<file path="config.mk">
export PLATFORM = sky130hd
export DESIGN_NAME = button_event
export DESIGN_NICKNAME = d
export VERILOG_FILES = /design/src/rtl/button_event.sv
export SDC_FILE = /design/constraint.sdc
export NUM_CORES = 1
export LEC_CHECK = 0
export CELL_PAD_IN_SITES_DETAIL_PLACEMENT = 1
export CELL_PAD_IN_SITES_GLOBAL_PLACEMENT = 2
export CORE_ASPECT_RATIO = 1.75
export CORE_UTILIZATION = 35
export CTS_BUF_LIST = sky130_fd_sc_hd__clkbuf_8 sky130_fd_sc_hd__clkbuf_16
export DETAILED_ROUTE_END_ITERATION = 8
export PLACE_DENSITY = 0.8
export SLEW_MARGIN = 40
export SYNTH_ARGS = -nofsm -noshare
export SYNTH_HDL_FRONTEND = slang
export SYNTH_SLANG_ARGS = --single-unit
</file>
<file path="constraint.sdc">
create_clock -name clk -period 1.58 [get_ports clk]
set_input_delay 0.474 -clock clk [delete_from_list [all_inputs] [get_ports clk]]
set_output_delay 0.474 -clock clk [all_outputs]
set_load 0.01 [all_outputs]
</file>
<file path="src/rtl/button_event.sv">
// Button event classifier: turns a debounced button level into press/release
// pulses and classifies each press sequence as short, long or double.
// The release pulse port is named `released` because `release` is a reserved
// word in SystemVerilog.
module button_event #(
  parameter int unsigned WIDTH       = 16,
  parameter int unsigned LONG_CYCLES = 50000,
  parameter int unsigned GAP_CYCLES  = 20000
) (
  input  logic clk,
  input  logic rst,
  input  logic in,
  output logic press,
  output logic released,
  output logic short_press,
  output logic long_press,
  output logic double_press
);

  typedef enum logic [2:0] {
    StLockout,
    StIdle,
    StPressed,
    StWaitSecond,
    StSecondPressed,
    StLongHeld
  } state_e;

  localparam logic [WIDTH-1:0] LongLast = WIDTH'(LONG_CYCLES - 1);
  localparam logic [WIDTH-1:0] GapLast  = WIDTH'(GAP_CYCLES - 1);
  localparam logic [WIDTH-1:0] CountOne = WIDTH'(1);

  state_e           state_q;
  logic [WIDTH-1:0] count_q;
  logic             in_q;
  // in_q holds its reset value for the first edge after reset; LOCKOUT must
  // not treat that forced 0 as a genuine release.
  logic             in_valid_q;

  // Register the button level; the FSM only ever looks at in_q.
  always_ff @(posedge clk or posedge rst) begin
    if (rst) begin
      in_q       <= 1'b0;
      in_valid_q <= 1'b0;
    end else begin
      in_q       <= in;
      in_valid_q <= 1'b1;
    end
  end

  // Classification FSM with registered one-cycle output pulses.
  always_ff @(posedge clk or posedge rst) begin
    if (rst) begin
      state_q      <= StLockout;
      count_q      <= '0;
      press        <= 1'b0;
      released     <= 1'b0;
      short_press  <= 1'b0;
      long_press   <= 1'b0;
      double_press <= 1'b0;
    end else begin
      press        <= 1'b0;
      released     <= 1'b0;
      short_press  <= 1'b0;
      long_press   <= 1'b0;
      double_press <= 1'b0;
      unique case (state_q)
        StLockout: begin
          if (in_valid_q && !in_q) begin
            state_q <= StIdle;
          end
        end
        StIdle: begin
          if (in_q) begin
            state_q <= StPressed;
            press   <= 1'b1;
            count_q <= '0;
          end
        end
        StPressed: begin
          if (!in_q) begin
            state_q  <= StWaitSecond;
            released <= 1'b1;
            count_q  <= '0;
          end else if (count_q == LongLast) begin
            state_q    <= StLongHeld;
            long_press <= 1'b1;
          end else begin
            count_q <= count_q + CountOne;
          end
        end
        StWaitSecond: begin
          // A press on the final gap cycle still counts as the second press.
          if (in_q) begin
            state_q <= StSecondPressed;
            press   <= 1'b1;
            count_q <= '0;
          end else if (count_q == GapLast) begin
            state_q     <= StIdle;
            short_press <= 1'b1;
            count_q     <= '0;
          end else begin
            count_q <= count_q + CountOne;
          end
        end
        StSecondPressed: begin
          if (!in_q) begin
            state_q      <= StIdle;
            released     <= 1'b1;
            double_press <= 1'b1;
            count_q      <= '0;
          end else if (count_q == LongLast) begin
            state_q    <= StLongHeld;
            long_press <= 1'b1;
          end else begin
            count_q <= count_q + CountOne;
          end
        end
        StLongHeld: begin
          if (!in_q) begin
            state_q  <= StIdle;
            released <= 1'b1;
            count_q  <= '0;
          end
        end
        default: begin
          state_q <= StLockout;
          count_q <= '0;
        end
      endcase
    end
  end

endmodule

</file>
==> results.py <==
metrics = {
    "floorplan": {
        "pin_count": 8,
        "fp-row-count": 32,
        "core_area_sq_um": 4400,
        "initial_core_util": 0.364,
        "die_y_um": 91.6,
        "die_extent_in_x_um": 53.2,
        "floorplan.die_area_sq_um": 4870,
    },
    "cts": {
        "clkLatencyLatePin_ns": 0.28,
        "cts_buffer_depth": 2,
        "clk_pin_slew_ns": 0.10,
        "postCtsHoldBufs": 0,
        "cts-htree-levels": 1,
        "tritoncts_clock_tree": "yes",
        "tritoncts.num_buffers": 3,
        "root_buffer": "sky130_fd_sc_hd__clkbuf_8",
        "clkSinkCount": 26,
    },
    "critical_path": {
        "worstSetupEndpointType": "flip-flop",
        "crit_path_max_fanout": 5,
        "ff2ff_setup_slack_ns": -0.22,
        "cp-start-kind": "flip-flop",
        "arrival_ns": 1.97,
        "classification_of_the_worst_setup_path": "flip-flop to flip-flop",
        "required_ns": 1.75,
    },
    "pwr": {
        "power_frac_clock": 0.191,
        "design_power_total_uw": 2960,
        "netSwitchingFraction": 0.359,
        "power_frac_comb": 0.540,
        "maximum_vdd_drop_mv": 1.09,
        "lkg_pwr_uw": 0.00101,
        "share_seq_of_total_power": 0.269,
        "pwr_density_cell_nw_per_um2": 1280,
        "net-switching-power_uw": 1060,
        "power.internal_uw": 1890,
    },
    "logic_synthesis": {
        "yosysWarnings": 0,
        "post_synth_instance_area_sq_um": 1600,
        "dominantRegCellSynth": "sky130_fd_sc_hd__dfrtp_1",
        "postSynthNetCount": 161,
        "post_synth.cell_area_avg_sq_um": 10.2,
        "synthDistinctLibCells": 53,
        "ys_async_sr_fraction": 1.00,
        "ys_seq_area_frac": 0.406,
        "count_of_flip_flops_with_a_built_in_enable_after_synthesis": 0,
        "post_synth_inst_count": 157,
        "postSynthRegisterBits": 26,
    },
    "layout": {
        "seq_area_sq_um": 656,
        "flow.area_growth_from_synthesis_pct": 43.5,
        "multi_input_area_sq_um": 986,
        "num-fill-cells": 511,
        "final_util": 0.523,
        "drive_gt1_frac": 0.476,
        "antenna_cells": 0,
        "nNetsFinal": 217,
        "layout.cells.most_common_list": "45 x sky130_fd_sc_hd__buf_4, 22 x sky130_fd_sc_hd__dfrtp_1, 11 x sky130_fd_sc_hd__nand2_1, 6 x sky130_fd_sc_hd__a21oi_1",
        "leading_cell_type_in_the_layout_fill_and_taps_excluded": "sky130_fd_sc_hd__buf_4",
    },
    "detailed_routing": {
        "via_count": 1511,
        "post_route_wl_um": 5300,
        "wl_per_cell_um": 20.1,
        "route.detailed.vias_per_inst": 5.75,
        "drtPass1Iterations": 4,
        "drc_violation_total_after_the_first_tritonroute_iteration": 19,
        "drc_violations_left": 0,
        "drt.antenna.violating_nets": 0,
    },
    "timing": {
        "hold_violations": 0,
        "period_minus_slack_ns": 1.80,
        "achievable-frequency_mhz": 555,
        "portion_of_the_clock_cycle_consumed_by_the_worst_path_in_the_final_layout": 1.14,
        "timing.final.max_slew_violations": 0,
        "final-setup-viol-count": 18,
        "clock-skew-final_ns": 0.00513,
        "final.setup.worst_slack_ns": -0.222,
        "setup_repair_after_global_routing_missed_its_margin": "yes",
    },
    "placed_design": {
        "gpl.final_weighted_congestion": 0.801,
        "post-place-ws_ns": -0.218,
        "hpwl_um": 3730,
        "placement.io_buffers": 7,
    },
    "outcome": {
        "violations": "setup timing",
        "run_status": "complete, but fails checks",
    },
    "grt": {
        "global_route_wire_length_before_repair_um": 8340,
        "antenna_found_initial": 0,
        "grt_max_degree": 27,
        "grt.overflow.total": 0,
        "first_global_vias": 1740,
        "grtUsageTotal": 0.235,
    },
    "run": {
        "drv.max_cap_violation_count": 0,
    },
    "min_path": {
        "hold_class": "primary input to asynchronous set/reset pin",
    },
}
[worst max-delay path, stage by stage, from the launching register on]
cell	delay, ns
sky130_fd_sc_hd__dfrtp_1	0.42
sky130_fd_sc_hd__ha_4	0.18
sky130_fd_sc_hd__nand4_1	0.14
sky130_fd_sc_hd__or3_4	0.49
sky130_fd_sc_hd__a21o_1	0.22
sky130_fd_sc_hd__a22o_1	0.24
[stage by stage]
stage               cells  setup TNS, ns  instance area, sq um  hold slack (ns)
global route          263          -4.86                  2300            0.576
detailed placement    247          -2.42                  2010            0.602
global placement      247          -1.45                  2010            0.570
floorplan             157         -0.144                  1620            0.488
finish                263          -3.15                  2300            0.543
CTS                   260          -2.17                  2230            0.548
[power by group through the flow]
stage,Combinational [uW],Clock (uW),Sequential (uW)
global route,1690,598,807
detailed placement,1270,0,811
finish,1600,565,795
CTS,1480,578,797
floorplan,763,0,797
global placement,1230,0,798
[routing by layer]
| metal | routed length, um | part of all wire | track usage |
|---|---|---|---|
| met1 | 1770 | 0.33 | 0.222 |
| met2 | 3340 | 0.63 | 0.473 |
| met3 | 57 | 0.011 | 0.0184 |
| met4 | 132 | 0.025 | 0.0943 |
| met5 | 0 | 0 | 0 |
[synth_stat cells (2+ instances only)]
library cell,n,share of area
sky130_fd_sc_hd__a21boi_0,3,0.014
sky130_fd_sc_hd__a21o_1,2,0.0094
sky130_fd_sc_hd__a21oi_1,8,0.025
sky130_fd_sc_hd__a22o_1,3,0.016
sky130_fd_sc_hd__a22oi_1,3,0.014
sky130_fd_sc_hd__a2bb2oi_1,5,0.027
sky130_fd_sc_hd__a31oi_1,2,0.0078
sky130_fd_sc_hd__and2b_2,3,0.016
sky130_fd_sc_hd__and4b_1,2,0.012
sky130_fd_sc_hd__and4bb_2,2,0.016
sky130_fd_sc_hd__buf_4,2,0.0094
sky130_fd_sc_hd__buf_6,4,0.028
sky130_fd_sc_hd__dfrtp_1,26,0.41
sky130_fd_sc_hd__inv_1,5,0.012
sky130_fd_sc_hd__nand2_1,13,0.030
sky130_fd_sc_hd__nand3_1,4,0.012
sky130_fd_sc_hd__nand4_1,4,0.016
sky130_fd_sc_hd__nor2_1,6,0.014
sky130_fd_sc_hd__nor3_1,6,0.019
sky130_fd_sc_hd__o21ai_0,10,0.031
sky130_fd_sc_hd__o21ai_4,2,0.020
sky130_fd_sc_hd__o31ai_1,6,0.028
sky130_fd_sc_hd__o41ai_1,2,0.011
sky130_fd_sc_hd__or2_2,2,0.0078
sky130_fd_sc_hd__or3_4,2,0.014
sky130_fd_sc_hd__xnor2_1,3,0.016
[flip-flops by register name (all words and copies together) (netlist names)]
name and cells:
in_q 1, count_q 16, double_press 1, released 1, long_press 1, in_valid_q 1
press 1, short_press 1, state_q 3
[final cells by class]
cell class              count  share of cell area
clock buffers               3              0.0179
clock inverters             1              0.0130
inverters                   5             0.00815
multi-input cells         118               0.428
flip-flops and latches     26               0.285
well taps                  51              0.0277
repair buffers             59               0.220
[repair_timing]
action / CTS / global route
setup buffers: 9 / 3
endpoints found under the setup margin: 22 / 20
resized for setup: 33 / 7
pin swaps: 6 / 7
[path summary, 6_finish.rpt]
path                            start     endpoint  cells past startpoint
setup / recovery           count_q[0]  count_q[10]                      5
hold / removal                    rst         in_q                      3
setup reg to reg           count_q[0]  count_q[10]                      5
hold reg to reg            count_q[7]   count_q[7]                      1
max in group asynchronous         rst  count_q[13]                      3
min in group clk           count_q[7]   count_q[7]                      1
[logic make-up (layout without fill, tap and decap cells)]
family | count (synthesis) | count (layout) | share of synthesized area
and+or+nand+nor | 57 | 57 | 0.247
AOI/OAI and AO/OA | 56 | 56 | 0.266
DFF | 26 | 26 | 0.406
buffers and inverters | 13 | 68 | 0.0546
xor gates and xnor gates | 3 | 3 | 0.0164
adders and majority gates | 1 | 1 | 0.00780
other | 1 | 1 | 0.00234
No activity file was read; power rests on OpenSTA's default activity.
